===== config.mk =====
export PLATFORM = sky130hd
export DESIGN_NAME = sram_fetch_ctrl
export DESIGN_NICKNAME = d
export VERILOG_FILES = /design/src/rtl/sram_fetch_ctrl.sv
export SDC_FILE = /design/constraint.sdc
export NUM_CORES = 1
export LEC_CHECK = 0
export BUFFER_PORTS_ARGS = -buffer_cell sky130_fd_sc_hd__buf_4
export CAP_MARGIN = 20
export CORE_ASPECT_RATIO = 1.2
export CORE_MARGIN = 2
export CORE_UTILIZATION = 50
export DETAILED_ROUTE_END_ITERATION = 10
export GPL_ROUTABILITY_DRIVEN = 0
export PLACE_DENSITY = 0.72
export SLEW_MARGIN = 10
export SYNTH_ARGS = -nofsm -noshare
export SYNTH_HDL_FRONTEND = slang
export SYNTH_SLANG_ARGS = --single-unit

===== constraint.sdc =====
create_clock -name clk -period 6.15 [get_ports clk]
set_input_delay 0.9225 -clock clk [delete_from_list [all_inputs] [get_ports clk]]
set_output_delay 0.9225 -clock clk [all_outputs]
set_load 0.05 [all_outputs]

===== src/rtl/sram_fetch_ctrl.sv =====
// sram_fetch_ctrl
//   Read sequencer in front of a synchronous-read coefficient ROM (1-cycle
//   read latency). On an accepted start it reads len consecutive words from
//   address 0 and presents them in address order on a valid/ready stream.
//   A small circular buffer absorbs the read latency so that downstream
//   backpressure never drops a word.
//
// Ports
//   clk        rising-edge clock
//   rst_n      asynchronous active-low reset
//   start      1-cycle job request, only looked at while idle
//   len        words to fetch (0 legal, values above 2^ADDR_WIDTH are clamped)
//   sram_addr  ROM read address (holds while sram_en is low)
//   sram_en    ROM read enable
//   sram_dout  ROM read data, valid the cycle after sram_en
//   out_data   head-of-buffer word (0 while the buffer is empty)
//   out_valid  out_data valid
//   out_ready  downstream accept
//   busy       job in progress, from the cycle after start through done
//   done       1-cycle pulse after the last word has transferred
//
// state  | meaning
// -------+-----------------------------------------------------------
// IDLE   | waiting for start
// FETCH  | issuing reads while words remain and the buffer has room
// DRAIN  | all reads issued; waiting for the buffer to empty
// DONE   | one-cycle completion pulse
module sram_fetch_ctrl #(
  parameter int DATA_WIDTH = 8,
  parameter int ADDR_WIDTH = 4,
  parameter int BUF_DEPTH  = 4
) (
  input  logic                  clk,
  input  logic                  rst_n,
  input  logic                  start,
  input  logic [ADDR_WIDTH:0]   len,
  output logic [ADDR_WIDTH-1:0] sram_addr,
  output logic                  sram_en,
  input  logic [DATA_WIDTH-1:0] sram_dout,
  output logic [DATA_WIDTH-1:0] out_data,
  output logic                  out_valid,
  input  logic                  out_ready,
  output logic                  busy,
  output logic                  done
);

  localparam int LW  = ADDR_WIDTH + 1;
  localparam int PW  = (BUF_DEPTH > 1) ? $clog2(BUF_DEPTH) : 1;
  localparam int OW  = $clog2(BUF_DEPTH + 1);
  localparam int OW1 = OW + 1;
  localparam logic [LW-1:0]  MAX_LEN  = {1'b1, {ADDR_WIDTH{1'b0}}};
  localparam logic [PW-1:0]  LAST_IDX = PW'(BUF_DEPTH - 1);
  localparam logic [OW1-1:0] DEPTH_W  = OW1'(BUF_DEPTH);

  typedef enum logic [1:0] {S_IDLE, S_FETCH, S_DRAIN, S_DONE} state_t;

  state_t                state_q, state_nx;
  logic [LW-1:0]         rem_q, rem_nx, len_clamped;
  logic [LW-1:0]         cnt_q, cnt_base;
  logic [ADDR_WIDTH-1:0] addr_q;
  logic                  en_q, en_d, en_d1_q;
  logic [OW-1:0]         occ_q, occ_nx;
  logic [PW-1:0]         wr_ptr_q, rd_ptr_q;
  logic                  push, pop;
  logic [DATA_WIDTH-1:0] mem [BUF_DEPTH];

  function automatic logic [PW-1:0] ptr_inc(input logic [PW-1:0] p);
    return (p == LAST_IDX) ? '0 : p + 1'b1;
  endfunction

  // A read issued last cycle has its data on sram_dout now; it lands in the
  // buffer at the end of this cycle.
  assign push        = en_d1_q;
  assign pop         = out_valid && out_ready;
  assign len_clamped = (len > MAX_LEN) ? MAX_LEN : len;
  assign cnt_base    = (state_q == S_IDLE) ? '0 : cnt_q;

  always_comb begin
    state_nx = state_q;
    rem_nx   = rem_q;
    occ_nx   = occ_q + OW'(push) - OW'(pop);
    en_d     = 1'b0;
    case (state_q)
      S_IDLE: begin
        if (start) begin
          rem_nx   = len_clamped;
          state_nx = (len_clamped == '0) ? S_DRAIN : S_FETCH;
        end
      end
      S_FETCH: begin
        rem_nx = rem_q - {{ADDR_WIDTH{1'b0}}, en_q};
        if (rem_nx == '0) state_nx = S_DRAIN;
      end
      S_DRAIN: begin
        // No reads are outstanding here except the one captured this cycle,
        // which occ_nx already includes.
        if (occ_nx == '0) state_nx = S_DONE;
      end
      S_DONE:  state_nx = S_IDLE;
      default: state_nx = S_IDLE;
    endcase
    // sram_en is a flop, so next cycle's issue is decided from next-cycle
    // occupancy plus the read issued this cycle (still in flight then).
    en_d = (state_nx == S_FETCH) && (rem_nx != '0) &&
           (({1'b0, occ_nx} + OW1'(en_q)) < DEPTH_W);
  end

  always_ff @(posedge clk or negedge rst_n) begin
    if (!rst_n) begin
      state_q  <= S_IDLE;
      rem_q    <= '0;
      cnt_q    <= '0;
      addr_q   <= '0;
      en_q     <= 1'b0;
      en_d1_q  <= 1'b0;
      occ_q    <= '0;
      wr_ptr_q <= '0;
      rd_ptr_q <= '0;
    end else begin
      state_q <= state_nx;
      rem_q   <= rem_nx;
      occ_q   <= occ_nx;
      en_q    <= en_d;
      en_d1_q <= en_q;
      if (en_d) begin
        addr_q <= cnt_base[ADDR_WIDTH-1:0];
        cnt_q  <= cnt_base + 1'b1;
      end else begin
        cnt_q  <= cnt_base;
      end
      if (push) wr_ptr_q <= ptr_inc(wr_ptr_q);
      if (pop)  rd_ptr_q <= ptr_inc(rd_ptr_q);
    end
  end

  // Storage needs no reset: occupancy alone decides what is visible.
  always_ff @(posedge clk) begin
    if (push) mem[wr_ptr_q] <= sram_dout;
  end

  assign sram_en   = en_q;
  assign sram_addr = addr_q;
  assign out_valid = (occ_q != '0);
  assign out_data  = out_valid ? mem[rd_ptr_q] : '0;
  assign busy      = (state_q != S_IDLE);
  assign done      = (state_q == S_DONE);

endmodule


-- Word level (Yosys, flattened, before mapping)
Memories as Yosys holds them, arrays and structs flattened.
Cells that the tools add are included.
Widths: inputs -> output; s select.
- input bits: 17
- flip-flop bits (word level): 25
- output and inout port bits: 16
- logic and storage cells: 50
- bits in writable memories: 32
- memories kept: 1
- memory list (memory ; depth ; width ; read ports ; clocked after memory_dff ; wr ports ; line ; RTL):
    mem ; 4 ; 8 ; 1 ; 0 ; 1 ; 65 ; logic [DATA_WIDTH-1:0] mem [BUF_DEPTH];
- equal/unequal tests: 6
- reduce and logical (&&, ||, !) cells: 10
- muxes and demuxes: 15
- order comparisons: 2
- $add $sub $neg: 7
- operator list (operator ; number):
    $mux 5 ; 4
    $mux 2 ; 6
    $logic_not 5->1 ; 2
    $pmux 5 s2 ; 1
    $eq 2x2->1 const B ; 4
    $mux 8 ; 1
    $pmux 2 s4 ; 1
    $add 5x1->5 const B ; 1
    $gt 5x5->1 const B ; 1
    $reduce_bool 5->1 ; 1
    $sub 5x1->5 ; 1
    $add 2x1->2 const B ; 2
    $add 3x1->4 ; 1
    $eq 2x1->1 const B ; 2
    $lt 4x3->1 const B ; 1
    $add 3x1->3 ; 1
    $logic_and 1x1->1 ; 3
    $logic_not 3->1 ; 1
    $reduce_bool 3->1 ; 1
    $sub 3x1->3 ; 1
    $logic_not 2->1 ; 1
    $mux 1 ; 2
    $reduce_bool 2->1 ; 1

-- Logic depth before layout (Yosys ltp)
Gate-level depths: netlist of run 1.
- depth in word-level cells: 10
- mapped depth: 14
- depth with buffers taken out: 13

-- Worst setup path after synthesis of run 1
Ideal clock, no wire load.
- kind: register -> register
- start point: register occ_q[1]
- end point: register cnt_q[1]
- stages on the path, launching flop included: 14
- period minus slack after synthesis: 3.559 ns
- slack: 2.591 ns
- setup time: 0.125 ns
- path buffers: 1
- required time: 6.025 ns
- arrival: 3.435 ns
- cell sequence: dfrtp_1 or3_2 clkbuf_1 nand2_1 inv_1 ha_1 inv_1 ha_1 fa_1 xnor3_1 a31o_1 a311oi_2 o21ai_2 mux2_2
- word-level cells in the longest chain between the ends: 10
- elaborated cells on any way between the ends: 13
- classes of those cells: add/sub: 3; order compare: 1; eq/ne: 1; mux: 3; reduce/logical: 5
- ends and longest elaborated chain (element ; line ; RTL):
    start, declared ; 62 ; logic [OW-1:0] occ_q, occ_nx;
    start signal, assigned ; 122 ; occ_q <= occ_nx;
    $reduce_bool 3->1 (*) ; 143 ; assign out_valid = (occ_q != '0);
    net out_valid ; 41 ; output logic out_valid,
    $logic_and 1x1->1 (*) ; 74 ; assign pop = out_valid && out_ready;
    net pop ; 64 ; logic push, pop;
    $sub 3x1->3 (*) ; 81 ; occ_nx = occ_q + OW'(push) - OW'(pop);
    net occ_nx[2] ; 62 ;
    branches (longest 5 deep; another with $add 3x1->4) ; n/a ;
    $logic_and 1x1->1 (*) ; 104 ; en_d = (state_nx == S_FETCH) && (rem_nx != '0) &&
    $mux 5 (*) ; 125 ; if (en_d) begin
    end signal, assigned ; 127 ; cnt_q <= cnt_base + 1'b1;
    end signal, assigned ; 129 ; cnt_q <= cnt_base;
    end, declared ; 59 ; logic [LW-1:0] cnt_q, cnt_base;
Mark *: on every way through the listed nets, which the timed path passes.
A chain may end at the register's enable or synchronous reset.

-- Final worst setup path of run 1
- start point: register occ_q[1]
- end point: register addr_q[0], in the netlist sram_addr[0]
- word-level cells in the longest chain between the ends: 9
- elaborated cells on any way between the ends: 12
- classes of those cells: add/sub: 3; order compare: 1; eq/ne: 1; mux: 2; reduce/logical: 5
- ends and longest elaborated chain (element ; line ; RTL):
    $reduce_bool 3->1 (*) ; 143 ;
    $logic_and 1x1->1 (*) ; 74 ;
    net pop ; 64 ;
    $sub 3x1->3 (*) ; 81 ;
    net occ_nx[2] ; 62 ;
    branches (longest 5 deep; another with $add 3x1->4) ; n/a ;
    $logic_and 1x1->1 (*) ; 104 ;
    end signal, assigned ; 126 ; addr_q <= cnt_base[ADDR_WIDTH-1:0];
    end, declared ; 60 ; logic [ADDR_WIDTH-1:0] addr_q;
Marked as above.

==> results of run 1 <==
through the flow:
stage / instances / utilization [%] / total power, mW / area (um^2) / hold WS [ns]
global placement: 264 / 57.53 / 1.308 / 2801 / 0.4473
global route: 272 / 59.35 / 1.636 / 2890 / 0.4871
floorplan: 177 / - / 1.150 / 2505 / 0.4498
CTS: 272 / 59.35 / 1.547 / 2890 / 0.4745
detailed placement: 264 / 57.53 / 1.350 / 2801 / 0.4501
finish: 272 / 59.35 / 1.525 / 2890 / 0.4656
cells in the final DEF, fill, tap and decap left out, types with 4 or more instances in the layout:
cell,count
o21ai_0,9
nor2_1,7
nor3_1,4
clkbuf_8,5
ha_1,10
and2_1,13
nor2b_1,7
dfrtp_1,24
xnor2_1,4
mux2_2,4
inv_1,12
nand2_1,12
edfxtp_1,32
a21oi_1,5
buf_4,32
mux4_2,8
state kept, by name (all words and copies together) (netlist names):
| signal | flops |
|---|---|
| cnt_q | 4 |
| en_d1_q | 1 |
| mem | 32 |
| occ_q | 3 |
| rd_ptr_q | 2 |
| rem_q | 5 |
| sram_addr | 4 |
| sram_en | 1 |
| state_q | 2 |
| wr_ptr_q | 2 |
logic make-up after synthesis:
logic type,count (synthesis),share of synthesized area [%]
AO/OA/AOI/OAI,25,6.993
XOR/XNOR,6,2.647
adder cells (fa/ha/maj),11,5.794
buffers and inverters,17,2.547
flip-flops,56,62.34
multiplexers,12,8.991
AND/OR/NAND/NOR,50,10.69
final timing paths:
path | from | endpoint
hold reg to reg | sram_en | en_d1_q
hold / removal | sram_en | en_d1_q
setup reg to reg | occ_q[1] | sram_addr[0]
min in group asynchronous | rst_n | rd_ptr_q[0]
max in group asynchronous | rst_n | en_d1_q
setup / recovery | occ_q[1] | sram_addr[0]
metal layers:
metal	wire length (um)	GRT usage, %	up-vias	part of all wire, %
met5	0	0	-	0
met4	56	5.400	0	1.3
met3	146	4.247	8	3.4
met2	2417	32.88	29	56
met1	1687	20.07	692	39
li1	-	-	706	-
power by group:
group | switching [mW] | internal, mW
Combinational | 0.434 | 0.308
Clock | 0.116 | 0.0813
Sequential | 0.0884 | 0.498
Total | 0.638 | 0.887
synthesized netlist by cell type:
cell / n
a21boi_0: 1
a21o_1: 1
a21oi_1: 5
a311oi_2: 1
a31o_1: 1
a31o_2: 1
and2_1: 13
and3_2: 1
buf_1: 1
clkbuf_1: 4
dfrtp_1: 24
edfxtp_1: 32
fa_1: 1
ha_1: 10
inv_1: 12
mux2_2: 4
mux4_2: 8
nand2_1: 12
nand2b_1: 1
nand3_1: 1
nor2_1: 7
nor2b_1: 7
nor3_1: 4
nor3b_1: 1
o211ai_1: 1
o21ai_0: 9
o21ai_2: 1
o21bai_1: 1
o22a_1: 1
o41ai_1: 1
o41ai_2: 1
or2_2: 1
or3_2: 1
or4_4: 1
xnor2_1: 4
xnor3_1: 1
xor2_1: 1
layout make-up:
| cell class | count | area (um^2) | area share [%] |
|---|---|---|---|
| sequential | 56 | 1562 | 54.03 |
| multi-input combinational | 104 | 879.6 | 30.43 |
| timing repair buffer | 32 | 240.2 | 8.312 |
| tap | 60 | 75.07 | 2.597 |
| clock buffer | 6 | 72.57 | 2.511 |
| inverter | 12 | 45.04 | 1.558 |
| clock inverter | 2 | 16.27 | 0.5628 |
==> impl_metrics.csv, run 1 <==
group,metric,value,unit
run_status,status,"finished clean",
synthesis,yosysSeqAreaShare,62.34,%
sta,maxSlewHeadroom,57.82,%
floorplanning,fp.dieArea,5594,um^2
sta,finClkSkew,0.01215,ns
routing,ant_nets,0,
synthesis,synthCells,177,
synthesis,yosysTopAreaCellShare,38.36,%
sta,final_hold_viol_count,0,
clock_network,cts_tree,"yes",
setup_path,critPathTopFamily,"adder cells",
synthesis,netlist_area,2505,um^2
setup_path,end_kind,"flop",
synthesis,synth.area.top_cells,"edfxtp_1 38%, dfrtp_1 24%, mux4_2 7.2%",
run,max_cap_violations,0,
place,dpl_worst_slack,2.634,ns
setup_path,crit_type,"reg -> reg",
synthesis,synthesis.nets,205,
sta,max_freq,286.0,MHz
setup_path,start_kind,"flop",
sta,setup_viol,0,
routing,drt-total-wl,4308,um
sta,min_period_over_period,56.86,%
routing,drt-initial-drc-count,100,
setup_path,slowest_delay,0.61,ns
floorplanning,initial_core_util,51.44,%
cells_and_area,fin_nets,239,
power,power_density,527.6,nW/um^2
power,p_leak,1.192,nW
routing,post-route-drc-count,0,
floorplanning,die-width,68.61,um
cells_and_area,syn_to_final_growth,15.38,%
setup_path,cp.depth,11,
synthesis,synth_area_leader_cell,"edfxtp_1",
global_routing,grt_pass1_wl,7245,um
power,peakVddDrop,0.2638,mV
routing,drt_pass1_iterations,5,
clock_network,clock_path_buffers,2,
routing,avgRoutedWirePerCell,15.84,um
sta,period_minus_slack,3.497,ns
setup_path,reg2reg_setup_slack,2.65,ns
setup_path,critPathSlowestCell,"or3_2",
sta,drv_slew,0,
setup_path,cp_cell_sequence,"or3_2 -> nand2_1 -> inv_1 -> ha_1 -> inv_1 -> ha_1 -> fa_1 -> xnor3_1 -> o41ai_1 -> o21ai_2 -> mux2_2",
setup_path,worstPathRequired,6.34,ns
sta,layout_setup_ws,2.653,ns
sta,tightest_slew,0.6326,ns
clock_network,cts_resized,0,
synthesis,synth.distinct_cells,37,
global_routing,track_usage,17.89,%
setup_path,cp_max_fo,10,
setup_path,r2r_cells,11,
synthesis,yosys_warnings,0,
clock_network,post_cts_buffers,0,
sta,final.setup.tns,0,ns
min_path,min_path_cells,0,
floorplanning,ioPinCount,33,
setup_path,worst-path-buf-inv,2,
clock_network,root_buffer,"clkbuf_8",
routing,via_per_inst,5.276,
place,dp_hpwl,3154,um
global_routing,grt_max_degree,25,
clock_network,clk_pin_slew,0.10,ns
floorplanning,die_h,81.54,um
global_routing,gr-total-overflow,0,
floorplanning,row_count,28,
min_path,hold_path.class,"reg -> reg",
synthesis,syn_avg_cell_area,14.15,um^2
sta,rsz0062_at_grt,"no",
routing,dr_total_vias,1435,
clock_network,htree_levels,2,
global_routing,grt_antenna_before_repair,0,
setup_path,arrival,3.69,ns
synthesis,yosys_register_bits,56,
cells_and_area,n_antenna_cell,0,
clock_network,clk_latency,0.31,ns
global_routing,grt_pass1_vias,1545,
cells_and_area,fillers,386,
floorplanning,coreArea,4870,um^2
clock_network,cts_sinks,56,
clock_network,cts_made_buffers,5,
clock_network,ctsHoldBuffers,0,
cells_and_area,drive_gt1_share,27.83,%
place,port_buffers,32,
Note: power is estimated with default switching activity, not from simulation.
==> run 2, diff against run 1 <==
--- a/config.mk
+++ b/config.mk
@@ -5,6 +5,7 @@
 export SDC_FILE = /design/constraint.sdc
 export NUM_CORES = 1
 export LEC_CHECK = 0
+export ABC_AREA = 1
 export BUFFER_PORTS_ARGS = -buffer_cell sky130_fd_sc_hd__buf_4
 export CAP_MARGIN = 20
 export CORE_ASPECT_RATIO = 1.2
@@ -12,7 +13,7 @@
 export CORE_UTILIZATION = 50
 export DETAILED_ROUTE_END_ITERATION = 10
 export GPL_ROUTABILITY_DRIVEN = 0
-export PLACE_DENSITY = 0.72
+export PLACE_DENSITY = 0.71
 export SLEW_MARGIN = 10
 export SYNTH_ARGS = -nofsm -noshare
 export SYNTH_HDL_FRONTEND = slang
==> constraint.sdc (replaced) <==
create_clock -name clk -period 3.5 [get_ports clk]
set_input_delay 0.525 -clock clk [delete_from_list [all_inputs] [get_ports clk]]
set_output_delay 0.525 -clock clk [all_outputs]
set_load 0.05 [all_outputs]
==> run 2 against run 1 <==
Synthesized cell count grew 52%. Synthesized area increased by 7.1%. Setup slack lost 2.0 ns. Sequential share of layout area fell by 4.1 points. Critical path depth increased by 5. Clock-buffer cell count stayed put. Highest routed layer unchanged. Utilization increased by 0.47 points. Die area up 6.8%. Via count up 33%. Final cell count grew 35%. Non-clock buffer count grew 1.
==> impl_metrics.csv, run 2 <==
group,metric,value,unit
synthesis,ys.flop_type,"edfxtp_1",
sta,maxSlewHeadroom,56.49,%
floorplanning,die_h,84.26,um
setup_path,cp_max_fo,9,
clock_network,cts_resized,0,
cells_and_area,largest_reg_flops,32,
global_routing,track_usage,17.57,%
synthesis,synth.area.top_cells,"edfxtp_1 36%, dfrtp_1 22%, nand2_1 6.4%",
clock_network,ctsHoldBuffers,0,
synthesis,synth-xor-area-share,0.6527,%
setup_path,arrival,3.01,ns
cells_and_area,largest-register,"mem",
setup_path,start_kind,"flop",
cells_and_area,layout_common_cells,"46 x nand2_1, 39 x nor2_1, 33 x buf_4, 32 x edfxtp_1, 30 x inv_1",
floorplanning,die-width,70.88,um
setup_path,slowest_delay,0.52,ns
synthesis,synthAdderAreaFrac,5.408,%
place,dp_hpwl,3471,um
clock_network,post_cts_buffers,0,
clock_network,clk_latency,0.30,ns
sta,rsz0062_at_grt,"no",
routing,ant_nets,0,
cells_and_area,final_common_cell,"nand2_1",
sta,period_minus_slack,2.817,ns
sta,max_freq,355.0,MHz
routing,dr_total_vias,1910,
synthesis,syn_avg_cell_area,9.977,um^2
routing,via_per_inst,5.190,
routing,drt-initial-drc-count,173,
sta,setup_viol,0,
routing,drt-total-wl,4904,um
synthesis,synth_area_leader_cell,"edfxtp_1",
setup_path,worstPathRequired,3.69,ns
setup_path,end_kind,"flop",
floorplanning,initial_core_util,51.36,%
floorplanning,coreArea,5225,um^2
sta,min_period_over_period,80.48,%
synthesis,yosys_register_bits,56,
floorplanning,fp.dieArea,5972,um^2
synthesis,synth.distinct_cells,30,
clock_network,clk_pin_slew,0.10,ns
sta,final.setup.tns,0,ns
synthesis,synth-compound-area-share,9.697,%
floorplanning,ioPinCount,33,
global_routing,grt_pass1_vias,1803,
setup_path,crit_type,"reg -> reg",
floorplanning,row_count,29,
synthesis,synthMuxAreaShare,0,%
synthesis,synth_top_family_by_area,"simple AND/OR/NAND/NOR gates",
setup_path,cp_cell_sequence,"nor3_2 -> inv_1 -> nand2_1 -> inv_1 -> ha_1 -> inv_1 -> ha_1 -> fa_1 -> nor3_1 -> nand3_1 -> nand2_1 -> inv_2 -> nand2_1 -> nand4_4 -> nand2_1 -> nand2_1",
cells_and_area,fin_nets,333,
setup_path,critPathTopFamily,"simple AND/OR/NAND/NOR gates",
synthesis,synthArstFlopShare,42.86,%
setup_path,crit_top_cell,"nand2_1",
clock_network,cts_tree,"yes",
global_routing,grt_max_degree,25,
clock_network,cts_made_buffers,5,
synthesis,synthCells,269,
cells_and_area,syn_to_final_growth,16.46,%
run,max_cap_violations,0,
global_routing,gr-total-overflow,0,
sta,finClkSkew,0.009078,ns
cells_and_area,n_antenna_cell,0,
routing,avgRoutedWirePerCell,13.33,um
routing,drt_pass1_iterations,4,
sta,drv_slew,0,
setup_path,critPathSlowestCell,"fa_1",
synthesis,synth_common_cells,"46 x nand2_1, 39 x nor2_1, 32 x edfxtp_1",
setup_path,worst-path-buf-inv,4,
run_status,status,"finished clean",
sta,final_hold_viol_count,0,
place,port_buffers,32,
cells_and_area,fillers,465,
cells_and_area,drive_gt1_share,20.26,%
routing,post-route-drc-count,0,
synthesis,synth_most_common_cell,"nand2_1",
clock_network,htree_levels,2,
global_routing,grt_antenna_before_repair,0,
global_routing,grt_pass1_wl,8197,um
synthesis,yosysTopAreaCellShare,35.80,%
cells_and_area,reg_top3,"mem (32), rem_q (5)",
synthesis,synthesis.nets,297,
clock_network,cts_sinks,56,
clock_network,root_buffer,"clkbuf_8",
sta,tightest_slew,0.6527,ns
clock_network,clock_path_buffers,2,
setup_path,reg2reg_setup_slack,0.68,ns
synthesis,netlist_area,2684,um^2
synthesis,synth_edf_count,32,
synthesis,yosys.area_share.simple,20.14,%
synthesis,yosysSeqAreaShare,58.18,%
min_path,hold_path.class,"in -> async",
synthesis,yosys_warnings,0,
run 2: cell count changes after synthesis, moves of 5 or more:
cell,change
a21oi_1,+5
inv_1,+18
inv_2,+7
nand3_1,+6
o21ai_0,+15
nor2b_1,-7
and2_1,-13
nand4_1,+11
nand2_1,+34
nor2_1,+32
mux4_2,-8
run 2: cell families after synthesis:
group	count (synthesis)
AO/OA/AOI/OAI	42
XOR/XNOR	2
adder cells (fa/ha/maj)	11
buffers and inverters	42
flip-flops	56
AND/OR/NAND/NOR	116
run 2: path summary, 6_finish.rpt:
check	endpoint	from	cells past startpoint
max reg2reg	cnt_q[3]	occ_q[1]	16
min	rd_ptr_q[0]	rst_n	1
min reg2reg	sram_addr[1]	sram_addr[1]	2
min in group clk	mem[2][4]	sram_dout[4]	1
max	cnt_q[3]	occ_q[1]	16
max in group asynchronous	rem_q[4]	rst_n	1
run 2: per-layer routing:
metal / up-vias / part of all wire [%] / track usage (%)
li1: 967 / - / -
met1: 892 / 41 / 20.80
met2: 45 / 54 / 31.27
met3: 6 / 3.8 / 3.121
met4: 0 / 1.6 / 7.204
met5: - / 0 / 0
run 2: area by class of cell:
class                   instances  area (um^2)  share of cell area (%)
clock inverters                 2        60.06                   1.922
repair buffers                 33        247.7                   7.926
flip-flops and latches         56         1562                   49.96
clock buffers                   6        72.57                   2.322
multi-input cells             171        963.4                   30.82
well taps                      62        77.57                   2.482
inverters                      38        142.6                   4.564
run 2: metrics by stage:
stage	hold WS [ns]	std cells	instance area [um^2]	setup WS, ns	util [%]
5_1_grt	0.1133	368	3126	0.5080	59.82
2_1_floorplan	0.2294	269	2684	0.3505	-
3_3_place_gp	0.4426	360	2993	0.7949	57.28
4_1_cts	0.1049	368	3126	0.6632	59.82
6_report	0.09939	368	3126	0.6831	59.82
3_5_place_dp	0.4419	360	2993	0.7076	57.28
Power of run 2 is not shown: default switching activity piles up to over one toggle a cycle in this logic, so the estimate is an artifact.
==> run 3, diff against run 2 <==
==> constraint.sdc (replaced) <==
create_clock -name clk -period 2.8 [get_ports clk]
set_input_delay 0.42 -clock clk [delete_from_list [all_inputs] [get_ports clk]]
set_output_delay 0.42 -clock clk [all_outputs]
set_load 0.05 [all_outputs]
==> run 3 against run 2 <==
Critical path depth decreased by 1. Highest routed layer unchanged. Wire length grew 9.7%. Die area stayed put. Final cell count up 1.9%. Utilization rose by 0.72 points. Clock-buffer cell count shrank 1. Flip-flop and latch count unchanged. Sequential share of layout area down 0.55 points. Critical endpoint is now cnt_q[1].
==> impl_metrics.csv, run 3 (same netlist as run 2, synthesis figures left out) <==
group,metric,value,unit
global_routing,grt_max_degree,25,
global_routing,track_usage,17.99,%
clock_network,cts_tree,"yes",
setup_path,worstPathRequired,3.04,ns
cells_and_area,fillers,447,
global_routing,grt_pass1_wl,8349,um
setup_path,r2r_cells,15,
run_status,status,"finished clean",
setup_path,r2r-start,"occ_q[1]",
cells_and_area,design_area,3163,um^2
sta,tightest_slew,0.4376,ns
cells_and_area,instances_no_fill,375,
sta,drv_slew,0,
routing,avgRoutedWirePerCell,14.34,um
cells_and_area,drive_gt1_share,24.60,%
clock_network,cts_sinks,56,
setup_path,slowest_delay,0.49,ns
place,placed_area,3039,um^2
setup_path,cp_max_fo,5,
global_routing,grt_pass1_vias,1800,
global_routing,grt_antenna_before_repair,0,
floorplanning,die-width,70.88,um
floorplanning,die_h,84.26,um
cells_and_area,reg_top3,"mem (32), rem_q (5)",
place,port_buffers,32,
cells_and_area,n_antenna_cell,0,
routing,post-route-drc-count,0,
cells_and_area,fin_nets,341,
run,max_cap_violations,0,
floorplanning,fp.dieArea,5972,um^2
routing,drt-total-wl,5378,um
sta,final_hold_viol_count,0,
setup_path,end_kind,"flop",
sta,holdWs,0.008778,ns
sta,maxSlewHeadroom,70.79,%
cells_and_area,largest_reg_flops,32,
place,dpl.cell_count,364,
routing,dr_total_vias,1985,
clock_network,clk_pin_slew,0.09,ns
routing,drt_pass1_iterations,4,
setup_path,arrival,2.92,ns
clock_network,ctsHoldBuffers,0,
cells_and_area,final_common_cell,"nand2_1",
clock_network,clk_latency,0.30,ns
setup_path,rr_endpoint,"cnt_q[1]",
cells_and_area,largest-register,"mem",
setup_path,worst-path-buf-inv,4,
sta,finClkSkew,0.004302,ns
clock_network,htree_levels,2,
routing,drt-initial-drc-count,135,
routing,ant_nets,0,
setup_path,critPathTopFamily,"adder cells",
floorplanning,initial_core_util,51.36,%
floorplanning,ioPinCount,33,
floorplanning,row_count,29,
clock_network,clock_path_buffers,2,
clock_network,cts_made_buffers,5,
floorplanning,coreArea,5225,um^2
setup_path,start_kind,"flop",
cells_and_area,syn_to_final_growth,17.86,%
sta,min_period_over_period,95.39,%
global_routing,gr-total-overflow,0,
sta,max_freq,374.4,MHz
sta,period_minus_slack,2.671,ns
setup_path,crit_type,"reg -> reg",
sta,setup_viol,0,
setup_path,cp_cell_sequence,"nor3_4 -> inv_4 -> nand2_2 -> inv_2 -> ha_1 -> inv_1 -> ha_2 -> fa_1 -> nor3_2 -> nand3_1 -> nand2_1 -> inv_2 -> a21oi_2 -> nand4_1 -> nand2_1",
routing,via_per_inst,5.293,
cells_and_area,layout_common_cells,"44 x nand2_1, 39 x nor2_1, 39 x buf_4, 32 x edfxtp_1, 28 x inv_1",
setup_path,critPathSlowestCell,"fa_1",
clock_network,root_buffer,"clkbuf_8",
min_path,hold_path.class,"in -> async",
setup_path,reg2reg_setup_slack,0.13,ns
place,dp_hpwl,3685,um
[run 3: per-layer routing]
| layer | global-route usage [%] | up-vias | share of wire [%] |
|---|---|---|---|
| met5 | 0 | - | 0 |
| met4 | 5.146 | 0 | 1.1 |
| met3 | 3.601 | 6 | 3.9 |
| met2 | 33.05 | 46 | 54 |
| met1 | 21.09 | 946 | 41 |
| li1 | - | 987 | - |
[run 3: layout make-up]
class / count / area (um^2) / share of cell area [%]
sequential: 56 / 1563 / 49.41
multi-input combinational: 173 / 1003 / 31.72
timing repair buffer: 39 / 292.8 / 9.256
inverter: 38 / 145.1 / 4.589
tap: 62 / 77.57 / 2.453
clock buffer: 5 / 68.82 / 2.176
clock inverter: 2 / 12.51 / 0.3956
[run 3: through the flow]
step | setup TNS (ns) | util [%] | worst slack, ns
6_report | 0 | 60.54 | 0.1292
5_1_grt | -0.04491 | 60.54 | -0.02992
4_1_cts | 0 | 59.72 | 0.08656
3_5_place_dp | 0 | 58.17 | 0.1189
3_3_place_gp | 0 | 58.17 | 0.2020
2_1_floorplan | 0 | - | 0.0006528
[run 3: worst max path at each step]
stage | from | to | slack, ns | cells after the start
5_1_grt | occ_q[1] | cnt_q[1] | -0.03 | 15
2_1_floorplan | occ_q[1] | sram_addr[0] | 0.0007 | 16
3_5_place_dp | occ_q[0] | sram_addr[3] | 0.12 | 15
6_report | occ_q[1] | cnt_q[1] | 0.13 | 15
3_3_place_gp | occ_q[1] | sram_addr[1] | 0.20 | 15
4_1_cts | occ_q[0] | sram_addr[3] | 0.09 | 15
[run 3: timing repair]
item | in CTS | in global routing
buffers inserted | 0 | 2
endpoints found under the setup margin | 0 | 8
resized for setup | 0 | 2
Power of run 3 is left out for the same reason.
